File: src/rtl/apb_cfg_master.sv
// apb_cfg_master: FIFO-buffered command queue driving an APB requester, one response pulse per transfer
// Ports: clk/resetn (async active-low); cmd_valid/cmd_ready/cmd_write/cmd_addr/cmd_wdata command push;
//        PADDR/PWRITE/PSEL/PENABLE/PWDATA requester outputs, PRDATA/PREADY completer inputs;
//        rsp_valid/rsp_write/rsp_rdata/rsp_err completion report; busy = queue or bus active.
// Option: define APB_TIMEOUT_EN to abort ACCESS after TIMEOUT_CYCLES cycles without PREADY.
module apb_cfg_master #(
  parameter int FIFO_DEPTH     = 4,
  parameter int TIMEOUT_CYCLES = 255
) (
  input  logic        clk,
  input  logic        resetn,
  input  logic        cmd_valid,
  output logic        cmd_ready,
  input  logic        cmd_write,
  input  logic [7:0]  cmd_addr,
  input  logic [31:0] cmd_wdata,
  output logic [7:0]  PADDR,
  output logic        PWRITE,
  output logic        PSEL,
  output logic        PENABLE,
  output logic [31:0] PWDATA,
  input  logic [31:0] PRDATA,
  input  logic        PREADY,
  output logic        rsp_valid,
  output logic        rsp_write,
  output logic [31:0] rsp_rdata,
  output logic        rsp_err,
  output logic        busy
);
  localparam int AW = $clog2(FIFO_DEPTH);
  typedef enum logic [1:0] {IDLE, SETUP, ACCESS} state_t;
  if (FIFO_DEPTH < 2 || FIFO_DEPTH > 16 || (FIFO_DEPTH & (FIFO_DEPTH - 1)) != 0 || TIMEOUT_CYCLES < 1) begin : g_cfg_chk
    $error("apb_cfg_master: FIFO_DEPTH must be a power of two in 2..16 and TIMEOUT_CYCLES >= 1");
  end
  state_t        r_state, w_nstate;
  logic [40:0]   r_mem [FIFO_DEPTH];
  logic [AW-1:0] r_wp, r_rp;
  logic [AW:0]   r_cnt;
  logic          r_rdy;
  logic [7:0]    r_paddr;
  logic          r_pwrite;
  logic [31:0]   r_pwdata;
  logic          r_rsp_valid, r_rsp_write;
  logic [31:0]   r_rsp_rdata;
  logic          w_empty, w_push, w_pop, w_done, w_fin, w_err;
  // cmd_ready comes from the registered count only, so a pop cannot make room for a push in the same cycle
  assign w_empty   = r_cnt == '0;
  assign cmd_ready = r_rdy && r_cnt != (AW+1)'(FIFO_DEPTH);
  assign w_push    = cmd_valid && cmd_ready;
  assign w_fin     = r_state == ACCESS && w_done;
  assign PSEL      = r_state != IDLE;
  assign PENABLE   = r_state == ACCESS;
  assign PADDR     = r_paddr;
  assign PWRITE    = r_pwrite;
  assign PWDATA    = r_pwdata;
  assign rsp_valid = r_rsp_valid;
  assign rsp_write = r_rsp_write;
  assign rsp_rdata = r_rsp_rdata;
  assign busy      = !w_empty || r_state != IDLE;
`ifdef APB_TIMEOUT_EN
  localparam int TW = $clog2(TIMEOUT_CYCLES + 1);
  logic [TW-1:0] r_tmo;
  logic          r_rsp_err, w_tmo;
  // r_tmo is the index of the current ACCESS cycle; the last allowed one aborts
  assign w_tmo   = r_tmo == TW'(TIMEOUT_CYCLES - 1);
  assign w_done  = PREADY || w_tmo;
  assign w_err   = w_tmo && !PREADY;
  assign rsp_err = r_rsp_err;
  always_ff @(posedge clk or negedge resetn) begin
    if (!resetn) begin
      r_tmo     <= '0;
      r_rsp_err <= 1'b0;
    end else begin
      r_tmo <= (r_state == ACCESS && !w_done) ? r_tmo + 1'b1 : '0;
      if (w_fin) r_rsp_err <= w_err;
    end
  end
`else
  assign w_done  = PREADY;
  assign w_err   = 1'b0;
  assign rsp_err = 1'b0;
`endif
  always_comb begin
    w_pop    = !w_empty && (r_state == IDLE || w_fin);
    w_nstate = (r_state == SETUP) ? ACCESS :
               (r_state == ACCESS && !w_done) ? ACCESS :
               w_empty ? IDLE : SETUP;
  end
  always_ff @(posedge clk or negedge resetn) begin
    if (!resetn) r_state <= IDLE;
    else         r_state <= w_nstate;
  end
  // read entries carry zero write data so PWDATA is 0 during reads without extra muxing
  always_ff @(posedge clk) begin
    if (w_push) r_mem[r_wp] <= {cmd_write, cmd_addr, cmd_write ? cmd_wdata : 32'h0};
  end
  always_ff @(posedge clk or negedge resetn) begin
    if (!resetn) begin
      r_wp  <= '0;
      r_rp  <= '0;
      r_cnt <= '0;
      r_rdy <= 1'b0;
    end else begin
      r_rdy <= 1'b1;
      if (w_push) r_wp <= r_wp + 1'b1;
      if (w_pop)  r_rp <= r_rp + 1'b1;
      r_cnt <= r_cnt + (AW+1)'(w_push) - (AW+1)'(w_pop);
    end
  end
  always_ff @(posedge clk or negedge resetn) begin
    if (!resetn) begin
      r_paddr  <= '0;
      r_pwrite <= 1'b0;
      r_pwdata <= '0;
    end else if (w_pop) begin
      {r_pwrite, r_paddr, r_pwdata} <= r_mem[r_rp];
    end
  end
  always_ff @(posedge clk or negedge resetn) begin
    if (!resetn) begin
      r_rsp_valid <= 1'b0;
      r_rsp_write <= 1'b0;
      r_rsp_rdata <= '0;
    end else begin
      r_rsp_valid <= w_fin;
      if (w_fin) begin
        r_rsp_write <= r_pwrite;
        r_rsp_rdata <= (r_pwrite || w_err) ? 32'h0 : PRDATA;
      end
    end
  end
endmodule

File: config.mk
export PLATFORM = sky130hd
export DESIGN_NAME = apb_cfg_master
export DESIGN_NICKNAME = d
export VERILOG_FILES = /design/src/rtl/apb_cfg_master.sv
export SDC_FILE = /design/constraint.sdc
export NUM_CORES = 1
export LEC_CHECK = 0
export BUFFER_PORTS_ARGS = -buffer_cell sky130_fd_sc_hd__buf_2
export CORE_MARGIN = 2
export CORE_UTILIZATION = 30
export CTS_BUF_LIST = sky130_fd_sc_hd__clkbuf_16
export DETAILED_ROUTE_END_ITERATION = 6
export PLACE_DENSITY = 0.51
export RECOVER_POWER = 25
export SLEW_MARGIN = 20
export SYNTH_ARGS = -nofsm -noshare
export SYNTH_HDL_FRONTEND = slang
export SYNTH_SLANG_ARGS = --single-unit
File: constraint.sdc
create_clock -name clk -period 5.7 [get_ports clk]
set_input_delay 0.285 -clock clk [delete_from_list [all_inputs] [get_ports clk]]
set_output_delay 0.285 -clock clk [all_outputs]
set_load 0.01 [all_outputs]
* Word level (Yosys, flattened, before mapping)
Memories as Yosys holds them, arrays and structs flattened. A register that Yosys moved wholly into a read port is not among the register bits.
Index checks and enable logic that the tools add are counted.
** Operators by class
- Add/sub/neg operators :: 4
- Equality and inequality tests :: 3
- Multiplexer cells :: 7
- Reductions and logical operators :: 13
** Operators with widths (number)
- 32-bit 2-to-1 mux :: 2
- 1-bit logical AND :: 5
- 2-bit by 1-bit adder with 2-bit output (second input constant) :: 2
- 2-bit 2-to-1 mux :: 2
- 3-bit by 1-bit adder with 3-bit output :: 1
- 1-bit zero test :: 3
- 3-bit zero test :: 1
- 1-bit 2-to-1 mux :: 3
- 3-bit != test (second input constant) :: 1
- 3-bit by 1-bit subtractor with 3-bit output :: 1
- 2-bit by 1-bit == test with 1-bit output (second input constant) :: 1
- 2-bit == test (second input constant) :: 1
- 2-bit zero test :: 1
- 1-bit logical OR :: 2
- 2-bit nonzero test :: 1
** Word-level totals
- Register bits :: 44
- Bits in writable memories :: 164
- Input bits :: 77
- Memories :: 1
** Memory list
- r_mem :: words 4, bits a word 41, read ports 1, clocked after Yosys merged registers in 1, write ports 1, line 36 : logic [40:0] r_mem [FIFO_DEPTH];

* Logic depth before layout (Yosys ltp)
Gate-level depths: netlist of run 1.
- Depth in word-level cells :: 5
- Mapped depth :: 9

* Worst setup path after synthesis of run 1
OpenSTA, ideal clock, no wires.
- Kind :: register to register
- Start point :: register r_cnt[1]
- End point :: register r_cnt[2]
- Library setup time :: 123 ps
- Arrival time :: 2081 ps
- Slack :: 3496 ps
- Cell stages (with the launch flop) :: 10
- Path buffers :: 1
- Clock period less this slack :: 2204 ps
- Cells stage by stage :: dfrtp_1 > nor3_2 > nor3_4 > buf_6 > ha_1 > inv_1 > ha_1 > fa_1 > xnor2_1 > xnor2_1
** Between the ends
- Elaborated cells on any way between the ends :: 8
- Classes of those cells :: add/sub (2); eq/ne (1); reduce/logical (5)
** RTL lines
- start: declaration :: line 38 : logic [AW:0] r_cnt;
- start signal: assignment :: line 107 : r_cnt <= r_cnt + (AW+1)'(w_push) - (AW+1)'(w_pop);
- 3-bit zero test :: line 47 : assign w_empty = r_cnt == '0;
- 1-bit zero test :: line 84 : w_pop = !w_empty && (r_state == IDLE || w_fin);
- 1-bit logical AND :: line 84
- named net w_pop :: line 45 : logic w_empty, w_push, w_pop, w_done, w_fin, w_err;
- 3-bit by 1-bit subtractor with 3-bit output :: line 107
The timed path passes the listed nets, and every way through them passes these cells.
A chain may end at the register's enable or synchronous reset.

* Worst setup path after layout of run 1
- Start point :: register r_state[1]
- End point :: register r_cnt[2]
** Between the ends
- Cells in the longest elaborated chain, start to end :: 5
- Elaborated cells on any way between the ends :: 6
- Classes of those cells :: add/sub (1); eq/ne (1); reduce/logical (4)
** RTL lines
- start: declaration :: line 35 : state_t r_state, w_nstate;
- start signal: assignment :: line 91 : else r_state <= w_nstate;
- 2-bit == test :: line 50 : assign w_fin = r_state == ACCESS && w_done;
- 1-bit logical AND :: line 50
- 1-bit logical OR * :: line 84
- 1-bit logical AND * :: line 84
- 3-bit by 1-bit subtractor with 3-bit output * :: line 107
Every way passes the cells marked *; elsewhere a longest branch is shown, timed or not.

==> results of run 1 <==
[per-layer routing]
metal | up-vias | share of wire [%] | wire length, µm
li1 | 2325 | - | -
met1 | 2518 | 44 | 9194
met2 | 156 | 49 | 10190
met3 | 27 | 5.3 | 1112
met4 | 0 | 1.9 | 395
met5 | - | 0 | 0
[metrics by stage]
stage          hold slack [ns]  worst slack (ns)
2_1_floorplan         -0.01059             3.496
3_3_place_gp            0.3041             3.012
3_5_place_dp            0.3105             2.917
4_1_cts               0.001113             2.903
5_1_grt                0.01914             2.480
6_report               0.02341             2.984
[cells in the mapped netlist, types with 2 or more instances]
cell,n
edfxtp_1,164
dfrtp_1,85
mux4_2,40
mux2_4,38
and2_1,36
nand2_1,33
nand2b_1,32
o21ai_0,25
clkbuf_1,12
inv_1,10
buf_6,9
o21ai_1,7
buf_2,6
ha_1,6
mux2_2,6
nor2_1,3
xnor2_1,3
conb_1,2
xor2_1,2
[final timing paths]
| path | startpoint | endpoint | slack (ns) | cells after the start |
|---|---|---|---|---|
| worst min register to register | rsp_rdata[7]$_DFFE_PN0P_ | rsp_rdata[7]$_DFFE_PN0P_ | 0.48 | 2 |
| worst max register to register | r_state[1]$_DFF_PN0_ | r_cnt[2]$_DFF_PN0_ | 2.98 | 9 |
| worst max-delay path | r_state[1]$_DFF_PN0_ | r_cnt[2]$_DFF_PN0_ | 2.98 | 9 |
| min in group asynchronous | resetn | rsp_rdata[3]$_DFFE_PN0P_ | 0.98 | 2 |
| worst min-delay path | PRDATA[24] | rsp_rdata[24]$_DFFE_PN0P_ | 0.02 | 3 |
| max in group asynchronous | resetn | r_rp[0]$_DFFE_PN0P_ | 3.00 | 3 |
[power by group through the flow]
| stage | Combinational (µW) | Sequential (µW) | Clock (µW) |
|---|---|---|---|
| global route | 2070 | 2810 | 1710 |
| CTS | 1940 | 2760 | 1640 |
| floorplan | 1340 | 2730 | 0 |
| detailed placement | 1930 | 2790 | 0 |
| global placement | 1890 | 2760 | 0 |
| finish | 1890 | 2730 | 1580 |
[registers in the layout, summed over array words and instances (netlist names)]
name       count
rsp_rdata     32
r_rdy          1
r_cnt          3
PADDR          8
r_rp           2
r_mem        164
rsp_write      1
PWDATA        32
rsp_valid      1
r_state        2
PWRITE         1
r_wp           2
[cell families (layout without fill, tap and decap cells)]
family / count (synthesis) / count (layout)
DFF: 249 / 249
and+or+nand+nor: 109 / 109
muxes: 85 / 85
buffers and inverters: 38 / 242
AOI/OAI and AO/OA: 34 / 34
adders and majority gates: 7 / 7
xor gates and xnor gates: 5 / 5
other: 2 / 3
[cell usage in the layout (no fill, tap or decap), drive strengths merged]
cell type / n
conb: 2
edfxtp: 164
nor3: 2
o31a: 1
dlygate4sd3: 19
clkinvlp: 1
o311a: 1
xor2: 2
fa: 1
clkbuf: 37
o21ai: 32
nand2b: 32
clkinv: 15
buf: 153
nor2b: 1
dfrtp: 85
and2: 36
xnor2: 3
nor2: 3
nor4b: 1
mux2: 44
bufinv: 1
ha: 6
inv: 16
nand2: 33
mux4: 41
nand3b: 1
diode: 1
[tightest hold or removal path: stages]
cell and delay, ns:
buf_2 0.10, nand2b_1 0.07, o21ai_1 0.06
[final cells by class]
class                      instances  area share, %
sequential                       249          58.93
clock buffer                      27          5.642
tap                              442          4.618
antenna                            1        0.02090
multi-input combinational        242          20.92
clock inverter                    23          1.097
inverter                          10         0.3134
timing repair buffer             182          8.463
[repair_timing]
action | CTS | global route
hold buffers | 19 | 0
endpoints found under the hold margin | 77 | 0
gates resized for setup | 0 | 0
setup buffers | 0 | 0
==> results.yml, run 1 <==
clock_tree:
  clk_latency_ns: 0.53
  cts_tree: "built"
  htreeDepth: 1
  numClockSinks: 249
  cts-root-buf: "clkbuf_16"
  path_clk_slew_ns: 0.06
  cts_buffer_depth: 3
  cts_buffers: 27
sta:
  hold_violations: 0
  worst_pin_slew_ns: 2.284
  rsz0062_at_grt: "false"
  skew_ns: 0.01357
  setup-tns-final_ns: 0
  min_period_ns: 2.716
  fin_crit_sh_pct: 47.65
  finalMaxSlewViolations: 74
  relSlewSlack_pct: -52.26
  fmax_mhz: 368.2
  setup_viol: 0
power:
  clock_power_share_pct: 25.5
  pwr-share-comb_pct: 30.5
  switching_share_pct: 30.21
  power_uw: 6203
  p_leak_uw: 0.004690
  power.internal_uw: 4329
  seqPwrFrac_pct: 44.0
  netSwitchingPower_uw: 1874
  ir_worst_vdd_v: 0.0003033
  pwr_density_cell_nw_per_um2: 517.9
synth:
  synth_compound_area_share_pct: 1.831
  yosysTopAreaCellShare_pct: 50.39
  avgSynthCellArea_um2: 18.47
  syn-cell-area_um2: 9773
  ys_types: 29
  synthTopCellsByArea: "edfxtp_1 (50%), dfrtp_1 (22%), mux4_2 (9.2%)"
  ys.flop_type: "edfxtp_1"
  synth_edf_count: 164
  yosysSeqAreaShare_pct: 72.15
  syn-num-nets: 613
  async_reset_ff_share_pct: 34.14
  synth_top_family_by_area: "multiplexers"
  synth-adder-area-share_pct: 0.9730
  muxShareOfSynthArea_pct: 16.02
  synth_xor_area_share_pct: 0.4481
  synthSimpleGateAreaFrac_pct: 6.235
  ys_warn_count: 0
  synth-seq-cells: 249
  synth_top_area_cell: "edfxtp_1"
  synthesis.instances: 529
setup_path:
  cp.arrival_ns: 3.16
  end_kind: "register"
  worst_path_max_delay_cell: "buf_4"
  crit_path_start_kind: "register"
  crit_family: "buffers and inverters"
  crit_buf_inv: 2
  crit_path_max_fanout: 43
  crit_type: "register to register"
  crit_chain: "nor2b_1, nor3_4, buf_4, ha_1, inv_1, ha_1, fa_1, xnor2_1, xnor2_1"
  cp_data_required_time_ns: 6.15
  cpPeakStageDelay_ns: 0.73
die:
  die_area_um2: 34040
  die_w_um: 184.5
  die_h_um: 184.5
  core_um2: 32290
  start_util_pct: 30.27
  rows: 66
  pin_count: 157
grt:
  use_met2_pct: 21.70
  met3_usage_pct: 2.509
  grt_pass1_wl_mm: 31.91
  grt_pass1_vias: 5521
  grt_max_degree: 67
  top_usage_layer: "met2"
  antenna_found_initial: 1
  global_route.overflow_total: 0
  use_met1_pct: 15.55
  grtUsageTotal_pct: 12.32
place:
  io_buffer_count: 155
  dp_cells: 1106
  dp_hpwl_mm: 12.55
  place_area_um2: 10990
  routabilityCongestion: 0.7079
routing:
  firstDrtPassIters: 6
  vias_per_cell: 4.274
  post_drt_wl_per_cell_um: 17.77
  drc_errors: 0
  routed_wl_mm: 20.90
  ant_nets: 0
  vias: 5026
  drtIter0Drc: 324
finish:
  multi_input_area_um2: 2505
  nets: 796
  seq_area_um2: 7057
  area_growth_syn_to_layout_pct: 22.53
  drive_gt1_share_pct: 38.20
  design_area_um2: 11980
  final_cells: 1176
  nFillCells: 3052
  final_core_util_pct: 37.09
flow_run:
  cap_violations: 2
status:
  violations: "max-capacitance violations, max-slew violations"
  status: "complete, but fails checks"
min_path:
  hold_class: "primary input to register"
(Power assumes the default switching activity.)
==> run 2: changes to the inputs <==
- PLACE_DENSITY: 0.51 -> 0.52
- clock period: 5.7 -> 2.36 ns (I/O delays scaled with it)
==> run 2 against run 1 <==
  * Critical endpoint unchanged
  * Global-route usage increased by 0.19 points
  * Cell count increased by 5.6%
  * Sequential power increased by 140%
  * Flip-flop and latch count unchanged
  * Fmax increased by 26%
  * Largest power group unchanged
  * Hold slack improved by 0.048 ns
  * The flow still finishes with violations (max-capacitance violations, max-slew violations)
  * Die area unchanged
  * Setup slack got worse by 2.8 ns
  * Largest cell class unchanged
  * Non-clock buffer count increased by 65
  * Sequential share of layout area decreased by 3.6 points
==> results.yml, run 2 (synthesis gave the netlist of run 1 again) <==
power:
  power.internal_uw: 10900
  switching_share_pct: 29.68
  clock_power_share_pct: 26.6
  pwr_density_cell_nw_per_um2: 1216
  power_uw: 15500
  p_leak_uw: 0.005033
  pwr-share-comb_pct: 31.8
  netSwitchingPower_uw: 4601
  seqPwrFrac_pct: 41.6
  ir_worst_vdd_v: 0.0005288
sta:
  fin_crit_sh_pct: 91.05
  hold_violations: 0
  rsz0062_at_grt: "false"
  setup-tns-final_ns: 0
  worst_pin_slew_ns: 1.751
  fmax_mhz: 465.4
  min_period_ns: 2.149
  setup_viol: 0
  finalMaxSlewViolations: 37
  skew_ns: 0.01003
  relSlewSlack_pct: -16.76
  worst_slack_ns: 0.2112
finish:
  nFillCells: 2982
  drive_gt1_share_pct: 36.67
  largest_register: "r_mem"
  nets: 862
  multi_input_area_um2: 2505
  design_area_um2: 12750
  final_common_cell: "edfxtp_1"
  final_cells: 1242
  area_growth_syn_to_layout_pct: 30.47
  final_cell_mix: "edfxtp_1 (164), buf_2 (145), dfrtp_1 (83)"
  largest_reg_flops: 164
  seq_area_um2: 7057
status:
  status: "complete, but fails checks"
  violations: "max-capacitance violations, max-slew violations"
routing:
  routed_wl_mm: 21.22
  drc_errors: 0
  vias: 5277
  met2_length_mm: 9.928
  ant_nets: 0
  highest_layer: "met4"
  wl_met1_mm: 9.575
  drtIter0Drc: 204
  wl_met3_mm: 1.366
  vias_per_cell: 4.249
  post_drt_wl_per_cell_um: 17.08
  firstDrtPassIters: 6
place:
  routabilityCongestion: 0.6778
  dp_cells: 1117
  dp_hpwl_mm: 12.45
  io_buffer_count: 155
  place_ws_ns: 0.2049
  place_area_um2: 11160
grt:
  global_route.overflow_total: 0
  grtUsageTotal_pct: 12.51
  antenna_found_initial: 1
  grt_max_degree: 43
  grt_pass1_wl_mm: 32.54
  grt_pass1_vias: 5647
die:
  rows: 66
  die_h_um: 184.5
  start_util_pct: 30.27
  core_um2: 32290
  die_w_um: 184.5
  die_area_um2: 34040
  pin_count: 157
clock_tree:
  htreeDepth: 1
  cts_buffer_depth: 3
  numClockSinks: 249
  cts_tree: "built"
  cts_resized: 0
  cts_buffers: 28
  path_clk_slew_ns: 0.06
  clk_latency_ns: 0.53
  cts-root-buf: "clkbuf_16"
setup_path:
  worst_path_max_delay_cell: "dfrtp_1"
  crit_path_max_fanout: 7
  cpPeakStageDelay_ns: 0.41
  end_kind: "register"
  crit_type: "register to register"
  crit_path_start_kind: "register"
  crit_family: "adder cells"
  crit_chain: "inv_1, o311a_1, inv_1, ha_1, inv_1, ha_1, fa_1, xnor2_1, xnor2_1"
  cp_data_required_time_ns: 2.81
  cpMostUsedCell: "inv_1"
  cp.arrival_ns: 2.60
  crit_buf_inv: 3
min_path:
  hold_class: "primary input to register"
flow_run:
  cap_violations: 1
-- run 2: cell count changes in the layout (fill, tap and decap cells not counted), moves of 2 or more --
cell / before / now
and2_1: 12 / 7
dlygate4sd3_1: 19 / 73
clkbuf_16: 27 / 29
buf_4: 8 / 12
buf_12: 0 / 7
and2_0: 20 / 25
-- run 2: final cells by class --
| type | count | area share (%) |
|---|---|---|
| inverters | 10 | 0.2944 |
| multi-input cells | 242 | 19.64 |
| clock inverters | 22 | 1.138 |
| clock buffers | 29 | 5.691 |
| diodes | 1 | 0.01963 |
| repair buffers | 247 | 13.53 |
| flip-flops and latches | 249 | 55.34 |
| well taps | 442 | 4.337 |
-- run 2: final timing paths --
check | slack [ns] | start | depth (start not counted) | to
worst max register to register | 0.21 | r_cnt[2]$_DFF_PN0_ | 9 | r_cnt[2]$_DFF_PN0_
worst max-delay path | 0.21 | r_cnt[2]$_DFF_PN0_ | 9 | r_cnt[2]$_DFF_PN0_
max in group asynchronous | 1.03 | resetn | 2 | r_rp[0]$_DFFE_PN0P_
min in group asynchronous | 0.41 | resetn | 2 | rsp_rdata[21]$_DFFE_PN0P_
worst min register to register | 0.47 | rsp_rdata[16]$_DFFE_PN0P_ | 2 | rsp_rdata[16]$_DFFE_PN0P_
worst min-delay path | 0.07 | cmd_valid | 3 | r_wp[0]$_DFFE_PN0P_
-- run 2: metrics by stage --
stage	hold slack (ns)	utilization, %
2_1_floorplan	-0.1776	-
3_3_place_gp	0.2001	34.57
3_5_place_dp	0.1998	34.57
4_1_cts	0.04093	39.53
5_1_grt	0.07026	39.49
6_report	0.07155	39.49
-- run 2: power groups by stage --
stage                     registers [µW]  clock network, µW  logic (µW)
after floorplan                     6590                  0        3240
after global placement              6540                  0        4900
after detailed placement            6550                  0        4960
after CTS                           6480               4280        5050
after global routing                6600               4450        5430
final                               6450               4120        4930
-- run 2: per-layer routing --
layer  vias up  GRT usage (%)
met1      2617          16.57
met5         -              0
met3        26          2.924
li1       2470              -
met2       164          20.95
met4         0          2.752
-- run 2: worst reg2reg max path, delay by kind of cell (launching register included) --
kind	cells	cell delay, ns
buf+inv	3	0.21
xor+xnor	2	0.32
fa+ha+maj	3	0.85
flops	1	0.41
compound gates	1	0.30
-- run 2: repair_timing --
action                     in CTS  in global routing
hold endpoints to repair      232                  0
hold buffers                   73                  0
setup buffers                   0                  0
setup endpoints to repair       0                  0
